**config.mk**
```make
export PLATFORM = sky130hd
export DESIGN_NAME = wb_arbiter_2m_flat
export DESIGN_NICKNAME = d
export VERILOG_FILES = /design/src/rtl/wb_arbiter_2m_if.sv /design/src/rtl/wb_arbiter_2m.sv /design/src/flat_wrapper.sv
export SDC_FILE = /design/constraint.sdc
export NUM_CORES = 1
export LEC_CHECK = 0
export ABC_AREA = 1
export CORE_AREA = 2 2 125 127
export CTS_CLUSTER_SIZE = 30
export DETAILED_ROUTE_END_ITERATION = 7
export DIE_AREA = 0 0 127 129
export GPL_TIMING_DRIVEN = 0
export PLACE_DENSITY = 0.6
export SLEW_MARGIN = 25
export SYNTH_ARGS = -nofsm -noshare
export SYNTH_HDL_FRONTEND = slang
export SYNTH_SLANG_ARGS = --single-unit
```
**constraint.sdc**
```tcl
create_clock -name clk -period 3.2 [get_ports clk]
set_input_delay 0.48 -clock clk [delete_from_list [all_inputs] [get_ports clk]]
set_output_delay 0.48 -clock clk [all_outputs]
set_load 0.02 [all_outputs]
```
**src/rtl/wb_arbiter_2m_if.sv**
```systemverilog
// Wishbone classic bus bundle shared by the two requesters and the target.
// 32-bit address and data, 4-bit byte select.
interface wshb_if;
   logic        cyc;
   logic        stb;
   logic        we;
   logic [31:0] adr;
   logic [3:0]  sel;
   logic [31:0] dat_ms;
   logic        ack;
   logic        err;
   logic [31:0] dat_sm;

   modport master (output cyc, stb, we, adr, sel, dat_ms, input ack, err, dat_sm);
   modport slave  (input cyc, stb, we, adr, sel, dat_ms, output ack, err, dat_sm);
endinterface

```
**src/rtl/wb_arbiter_2m.sv**
```systemverilog
// Two-requester Wishbone arbiter, non-preemptive with round-robin tie break.
// Optional ack watchdog enabled by defining WB_ARB_TIMEOUT_EN.
module wb_arbiter_2m #(
   parameter int TIMEOUT = 255
) (
   input  logic       clk,
   input  logic       rst_n,
   wshb_if.slave      wb_m0,
   wshb_if.slave      wb_m1,
   wshb_if.master     wb_s,
   output logic [1:0] grant
);

   typedef enum logic [1:0] {
      IDLE = 2'd0,
      GNT0 = 2'd1,
      GNT1 = 2'd2
   } state_t;

   state_t r_state;
   state_t w_state_nxt;
   logic   r_last_served;   // 1'b0 = m0, 1'b1 = m1
   logic   w_timeout;
   logic   w_err_fwd;

   // State register and last-served history.
   always_ff @(posedge clk or negedge rst_n) begin
      if (!rst_n) begin
         r_state       <= IDLE;
         r_last_served <= 1'b1;
      end else begin
         r_state <= w_state_nxt;
         if (r_state == GNT0 && w_state_nxt != GNT0) begin
            r_last_served <= 1'b0;
         end else if (r_state == GNT1 && w_state_nxt != GNT1) begin
            r_last_served <= 1'b1;
         end else begin
            r_last_served <= r_last_served;
         end
      end
   end

   // Next-state: the owner keeps the bus for as long as it holds cyc.
   always_comb begin
      w_state_nxt = r_state;
      case (r_state)
         IDLE: begin
            if (wb_m0.cyc && wb_m1.cyc) begin
               if (r_last_served) w_state_nxt = GNT0;
               else               w_state_nxt = GNT1;
            end else if (wb_m0.cyc) begin
               w_state_nxt = GNT0;
            end else if (wb_m1.cyc) begin
               w_state_nxt = GNT1;
            end else begin
               w_state_nxt = IDLE;
            end
         end
         GNT0: begin
            if (wb_m0.cyc)      w_state_nxt = GNT0;
            else if (wb_m1.cyc) w_state_nxt = GNT1;
            else                w_state_nxt = IDLE;
         end
         GNT1: begin
            if (wb_m1.cyc)      w_state_nxt = GNT1;
            else if (wb_m0.cyc) w_state_nxt = GNT0;
            else                w_state_nxt = IDLE;
         end
         default: w_state_nxt = IDLE;
      endcase
   end

`ifdef WB_ARB_TIMEOUT_EN
   localparam int CW = ($clog2(TIMEOUT + 1) > 8) ? $clog2(TIMEOUT + 1) : 8;

   logic [CW-1:0] r_tmo_cnt;
   logic          w_owner_stb;

   // Strobe of whichever master currently owns the bus.
   always_comb begin
      case (r_state)
         GNT0:    w_owner_stb = wb_m0.stb;
         GNT1:    w_owner_stb = wb_m1.stb;
         default: w_owner_stb = 1'b0;
      endcase
   end

   // Fires on the last permitted waiting cycle; ignoring ack here keeps stb masking loop-free.
   assign w_timeout = w_owner_stb && (r_tmo_cnt == CW'(TIMEOUT - 1));
   assign w_err_fwd = w_timeout | wb_s.err;

   // Waiting-cycle counter for the owner's outstanding strobe.
   always_ff @(posedge clk or negedge rst_n) begin
      if (!rst_n) begin
         r_tmo_cnt <= {CW{1'b0}};
      end else if ((w_state_nxt != r_state) || w_timeout || !w_owner_stb || wb_s.ack) begin
         r_tmo_cnt <= {CW{1'b0}};
      end else begin
         r_tmo_cnt <= r_tmo_cnt + {{(CW-1){1'b0}}, 1'b1};
      end
   end
`else
   assign w_timeout = 1'b0;
   assign w_err_fwd = 1'b0;
`endif

   // Output decode: route the owner to the target and the target's response back to the owner only.
   always_comb begin
      grant        = 2'b00;
      wb_s.cyc     = 1'b0;
      wb_s.stb     = 1'b0;
      wb_s.we      = 1'b0;
      wb_s.adr     = 32'h0000_0000;
      wb_s.sel     = 4'h0;
      wb_s.dat_ms  = 32'h0000_0000;
      wb_m0.ack    = 1'b0;
      wb_m0.err    = 1'b0;
      wb_m1.ack    = 1'b0;
      wb_m1.err    = 1'b0;
      wb_m0.dat_sm = wb_s.dat_sm;
      wb_m1.dat_sm = wb_s.dat_sm;
      case (r_state)
         GNT0: begin
            grant       = 2'b01;
            wb_s.cyc    = wb_m0.cyc;
            wb_s.stb    = wb_m0.stb & ~w_timeout;
            wb_s.we     = wb_m0.we;
            wb_s.adr    = wb_m0.adr;
            wb_s.sel    = wb_m0.sel;
            wb_s.dat_ms = wb_m0.dat_ms;
            wb_m0.ack   = wb_s.ack;
            wb_m0.err   = w_err_fwd;
         end
         GNT1: begin
            grant       = 2'b10;
            wb_s.cyc    = wb_m1.cyc;
            wb_s.stb    = wb_m1.stb & ~w_timeout;
            wb_s.we     = wb_m1.we;
            wb_s.adr    = wb_m1.adr;
            wb_s.sel    = wb_m1.sel;
            wb_s.dat_ms = wb_m1.dat_ms;
            wb_m1.ack   = wb_s.ack;
            wb_m1.err   = w_err_fwd;
         end
         default: grant = 2'b00;
      endcase
   end

endmodule

```
**src/flat_wrapper.sv**
```systemverilog
// flat-port wrapper written by rule: the top's interface ports become plain ports
module wb_arbiter_2m_flat 
#(
   parameter int TIMEOUT = 255
)
  (clk, rst_n, grant, wb_m0_cyc, wb_m0_stb, wb_m0_we, wb_m0_adr, wb_m0_sel, wb_m0_dat_ms, wb_m0_ack, wb_m0_err, wb_m0_dat_sm, wb_m1_cyc, wb_m1_stb, wb_m1_we, wb_m1_adr, wb_m1_sel, wb_m1_dat_ms, wb_m1_ack, wb_m1_err, wb_m1_dat_sm, wb_s_cyc, wb_s_stb, wb_s_we, wb_s_adr, wb_s_sel, wb_s_dat_ms, wb_s_ack, wb_s_err, wb_s_dat_sm);
  wshb_if wb_m0_i ();
  wshb_if wb_m1_i ();
  wshb_if wb_s_i ();
  input  logic clk;
  input  logic rst_n;
  output logic [1:0] grant;
  input wire logic [$bits(wb_m0_i.cyc)-1:0] wb_m0_cyc;
  input wire logic [$bits(wb_m0_i.stb)-1:0] wb_m0_stb;
  input wire logic [$bits(wb_m0_i.we)-1:0] wb_m0_we;
  input wire logic [$bits(wb_m0_i.adr)-1:0] wb_m0_adr;
  input wire logic [$bits(wb_m0_i.sel)-1:0] wb_m0_sel;
  input wire logic [$bits(wb_m0_i.dat_ms)-1:0] wb_m0_dat_ms;
  output wire logic [$bits(wb_m0_i.ack)-1:0] wb_m0_ack;
  output wire logic [$bits(wb_m0_i.err)-1:0] wb_m0_err;
  output wire logic [$bits(wb_m0_i.dat_sm)-1:0] wb_m0_dat_sm;
  input wire logic [$bits(wb_m1_i.cyc)-1:0] wb_m1_cyc;
  input wire logic [$bits(wb_m1_i.stb)-1:0] wb_m1_stb;
  input wire logic [$bits(wb_m1_i.we)-1:0] wb_m1_we;
  input wire logic [$bits(wb_m1_i.adr)-1:0] wb_m1_adr;
  input wire logic [$bits(wb_m1_i.sel)-1:0] wb_m1_sel;
  input wire logic [$bits(wb_m1_i.dat_ms)-1:0] wb_m1_dat_ms;
  output wire logic [$bits(wb_m1_i.ack)-1:0] wb_m1_ack;
  output wire logic [$bits(wb_m1_i.err)-1:0] wb_m1_err;
  output wire logic [$bits(wb_m1_i.dat_sm)-1:0] wb_m1_dat_sm;
  output wire logic [$bits(wb_s_i.cyc)-1:0] wb_s_cyc;
  output wire logic [$bits(wb_s_i.stb)-1:0] wb_s_stb;
  output wire logic [$bits(wb_s_i.we)-1:0] wb_s_we;
  output wire logic [$bits(wb_s_i.adr)-1:0] wb_s_adr;
  output wire logic [$bits(wb_s_i.sel)-1:0] wb_s_sel;
  output wire logic [$bits(wb_s_i.dat_ms)-1:0] wb_s_dat_ms;
  input wire logic [$bits(wb_s_i.ack)-1:0] wb_s_ack;
  input wire logic [$bits(wb_s_i.err)-1:0] wb_s_err;
  input wire logic [$bits(wb_s_i.dat_sm)-1:0] wb_s_dat_sm;
  assign wb_m0_i.cyc = wb_m0_cyc;
  assign wb_m0_i.stb = wb_m0_stb;
  assign wb_m0_i.we = wb_m0_we;
  assign wb_m0_i.adr = wb_m0_adr;
  assign wb_m0_i.sel = wb_m0_sel;
  assign wb_m0_i.dat_ms = wb_m0_dat_ms;
  assign wb_m0_ack = wb_m0_i.ack;
  assign wb_m0_err = wb_m0_i.err;
  assign wb_m0_dat_sm = wb_m0_i.dat_sm;
  assign wb_m1_i.cyc = wb_m1_cyc;
  assign wb_m1_i.stb = wb_m1_stb;
  assign wb_m1_i.we = wb_m1_we;
  assign wb_m1_i.adr = wb_m1_adr;
  assign wb_m1_i.sel = wb_m1_sel;
  assign wb_m1_i.dat_ms = wb_m1_dat_ms;
  assign wb_m1_ack = wb_m1_i.ack;
  assign wb_m1_err = wb_m1_i.err;
  assign wb_m1_dat_sm = wb_m1_i.dat_sm;
  assign wb_s_cyc = wb_s_i.cyc;
  assign wb_s_stb = wb_s_i.stb;
  assign wb_s_we = wb_s_i.we;
  assign wb_s_adr = wb_s_i.adr;
  assign wb_s_sel = wb_s_i.sel;
  assign wb_s_dat_ms = wb_s_i.dat_ms;
  assign wb_s_i.ack = wb_s_ack;
  assign wb_s_i.err = wb_s_err;
  assign wb_s_i.dat_sm = wb_s_dat_sm;
  wb_arbiter_2m #(.TIMEOUT(TIMEOUT)) u_core (.clk(clk), .rst_n(rst_n), .wb_m0(wb_m0_i), .wb_m1(wb_m1_i), .wb_s(wb_s_i), .grant(grant));
endmodule
```
==> qor.yml <==
logic_synthesis:
  async_flop_share_pct: 100
  synth_cell_type_count: 15
  synth.yosys.seq_area_share_pct: 4.28
  postSynthCellCount: 343
  synthesis.yosys.warnings: 0
  synth_top_cell_by_area: "sky130_fd_sc_hd__nand2_1"
  total_of_flip_flops_plus_latches_after_synthesis: 3
  count_of_flip_flops_with_a_built_in_enable_after_synthesis: 0
  synthesis.area_per_instance_sq_um: 5.20
  synth_top_cell_area_share_pct: 32.2
  yosys_most_used_dff: "sky130_fd_sc_hd__dfrtp_1"
  synth_common_cells: "153 x sky130_fd_sc_hd__nand2_1, 73 x sky130_fd_sc_hd__a21oi_1, 67 x sky130_fd_sc_hd__buf_4"
  syn_area_sq_um: 1780
  synth.top_cells.by_area: "sky130_fd_sc_hd__nand2_1 32%, sky130_fd_sc_hd__buf_4 28%, sky130_fd_sc_hd__a21oi_1 20%"
  yosys.cell_count.top_type: "sky130_fd_sc_hd__nand2_1"
clock_network:
  post-cts-setup-buffers: 0
  register_clock_pin_slew_on_the_reported_worst_setup_and_hold_paths_ns: 0.03
  clock_tree.root_cell: "sky130_fd_sc_hd__clkbuf_16"
  count_of_clock_tree_sinks: 3
  cts_max_level: 1
  cts-root-to-sink-buffers: 2
  cts-hold-fix-buffers: 0
  post_cts_resize_count: 0
  clock_insertion_delay_worst_skew_ns: 0.22
  inserted_clock_buffers: 3
  tritoncts_clock_tree: "built"
critical_path:
  slowest_delay_ns: 0.65
  r2r_slack_ns: 1.68
  crit_slowest_cell: "sky130_fd_sc_hd__clkdlybuf4s50_1"
  worst-r2r-cell-count: 11
  setup.worst_path.class: "flop to output pin"
  crit_path_end_kind: "output pin"
  worstReg2RegEnd: "u_core.r_last_served$_DFFE_PN1P_"
  worstPathRequired_ns: 2.72
  rr_startpoint: "u_core.r_state[1]$_DFF_PN0_"
  critPathArrivalTime_ns: 2.50
  critical_path_fanout_max: 10
  critical_path.startpoint_type: "flop"
  critical-path-top-cell-by-count: "sky130_fd_sc_hd__buf_2"
  timing.critical_path.buf_inv: 4
  critical_path.top_delay_family: "buffers and inverters"
  crit_path_cell_trace: "inv_1, ha_1, buf_2, buf_2, nand2_1, a21oi_1, clkdlybuf4s50_1"
power:
  power_after_layout_mw: 2.87
  vdd_drop_max_mv: 0.395
  swShare_pct: 54.4
  power_leakage_nw: 1.95
  clock_power_share_pct: 6.8
  power_frac_seq_pct: 2.7
  p_int_mw: 1.31
  switchingPower_mw: 1.56
  power.combinational.fraction_pct: 90.5
  power_density_nw_per_um2: 582
floorplan:
  initial_core_util_pct: 11.9
  die_area_sq_um: 16400
  die_width_microns: 127
  dieHeight_microns: 129
  num_io_pins: 319
  placeableCoreArea_sq_um: 15000
  placement_rows: 45
drt:
  drt-initial-drc-count: 85
  vias: 3057
  postRouteAntennaNets: 0
  routed_wl_microns: 10900
  route.detailed.wl_per_inst_microns: 13.4
  dr.pass1.iters: 4
  drc: 0
  detailed_route_vias_per_instance: 3.73
placement:
  gp_congestion: 0.747
  place.port_buffers: 283
  detailed_place_hpwl_microns: 9470
timing:
  fmax_mhz: 336
  grt_setup_unrepaired: "false"
  timing_max_transition_violations_final: 0
  setup_tns_ns: 0
  hold_violations_final: 0
  post-route-period-util_pct: 93.0
  finalClockSkew_ns: 0.000327
  worst-slew-pin-transition_ns: 0.598
  final_period_minus_worst_setup_slack_ns: 2.98
  finalHoldWorstSlack_ns: 0.445
  setup_viol_count_final: 0
  slew-limit-headroom_pct: 60.2
grt:
  grt_pass1_vias: 2979
  maximum_number_of_pins_on_one_net_before_global_route_repair: 11
  globalRoute.totalOverflow: 0
  global_route.usage.total_pct: 11.8
  antenna_found_initial: 0
  first_pass_grt_wire_length_microns: 15500
final_layout:
  final_nets: 816
  fraction_of_layout_cells_with_a_size_suffix_above_1_pct: 14.4
  insertedDiodeCount: 0
  fillCellCount: 1621
  area.growth.synth_to_final_pct: 177
run:
  cap_viol_max_count: 0
min_path:
  min_path_type: "primary input to asynchronous set/reset pin"
outcome:
  outcome: "complete, no violations"
==> worst register-to-register path, delay by kind of cell (launching register included) <==
kind | cells | cell delay, ns
AO/OA/AOI/OAI | 1 | 0.12
adder cells (fa/ha/maj) | 1 | 0.17
buffers and inverters | 4 | 0.41
flip-flops | 1 | 0.40
AND/OR/NAND/NOR | 5 | 0.36
==> state kept, by name, indices dropped and copies added, names as in the netlist <==
| name | cells |
|---|---|
| u_core.r_last_served | 1 |
| u_core.r_state | 2 |
==> how the worst max path moves through the flow <==
stage | startpoint | to | slack (ns) | cells past startpoint
after floorplan | u_core.r_state[0]$_DFF_PN0_ | wb_s_adr[0] | 1.29 | 6
after global placement | u_core.r_state[0]$_DFF_PN0_ | wb_s_dat_ms[4] | 0.41 | 6
after detailed placement | u_core.r_state[0]$_DFF_PN0_ | wb_s_adr[10] | 0.38 | 7
after CTS | u_core.r_state[0]$_DFF_PN0_ | wb_s_adr[10] | 0.15 | 7
after global routing | u_core.r_state[0]$_DFF_PN0_ | wb_s_dat_ms[3] | 0.06 | 6
final | u_core.r_state[0]$_DFF_PN0_ | wb_s_adr[10] | 0.22 | 7
==> cell type report <==
cell class | count | area (sq um) | share of cell area (%)
Timing Repair Buffer | 283 | 2830 | 57.4
Inverter | 12 | 45.0 | 0.913
Multi-Input combinational cell | 240 | 1060 | 21.5
Tap cell | 188 | 235 | 4.77
Sequential cell | 3 | 76.3 | 1.55
Clock buffer | 4 | 78.8 | 1.60
Buffer | 89 | 604 | 12.2
==> routing by layer <==
layer	vias up	track usage, %	share of wire, %
met4	0	0.776	0
li1	1585	-	-
met2	158	23.8	54
met5	-	0	0
met3	0	2.54	9.4
met1	1314	13.2	37
==> power groups by stage <==
| stage | Sequential [mW] | Combinational (mW) | Clock, mW |
|---|---|---|---|
| 4_1_cts | 0.0779 | 2.66 | 0.198 |
| 6_report | 0.0777 | 2.60 | 0.195 |
| 5_1_grt | 0.0813 | 2.83 | 0.201 |
| 2_1_floorplan | 0.0736 | 1.38 | 0 |
| 3_3_place_gp | 0.0767 | 2.65 | 0 |
| 3_5_place_dp | 0.0783 | 2.65 | 0 |
==> stage by stage <==
step	setup WS, ns	cell area, sq um	util, %	cells
2_1_floorplan	1.29	1790	-	344
3_3_place_gp	0.414	4850	32.4	815
3_5_place_dp	0.382	4850	32.4	815
4_1_cts	0.145	4930	32.9	819
5_1_grt	0.0595	4930	32.9	819
6_report	0.224	4930	32.9	819
==> cell usage in the layout (no fill, tap or decap), drive strengths merged <==
cell type / instances
inv: 12
nand2: 154
a21oi: 75
nand3: 2
clkbuf: 11
ha: 6
buf: 82
o21ai: 1
conb: 2
clkdlybuf4s50: 283
dfstp: 1
dfrtp: 2
==> cell families (layout without fill, tap and decap cells) <==
family	count (synthesis)	in the layout	synth area share, %
flops	3	3	4.28
other cells	1	2	0.210
simple gates	156	156	33.1
buf+inv	101	388	36.4
fa+ha+maj	6	6	4.21
compound gates	76	76	21.8
Note: power is estimated with default switching activity, not from simulation.
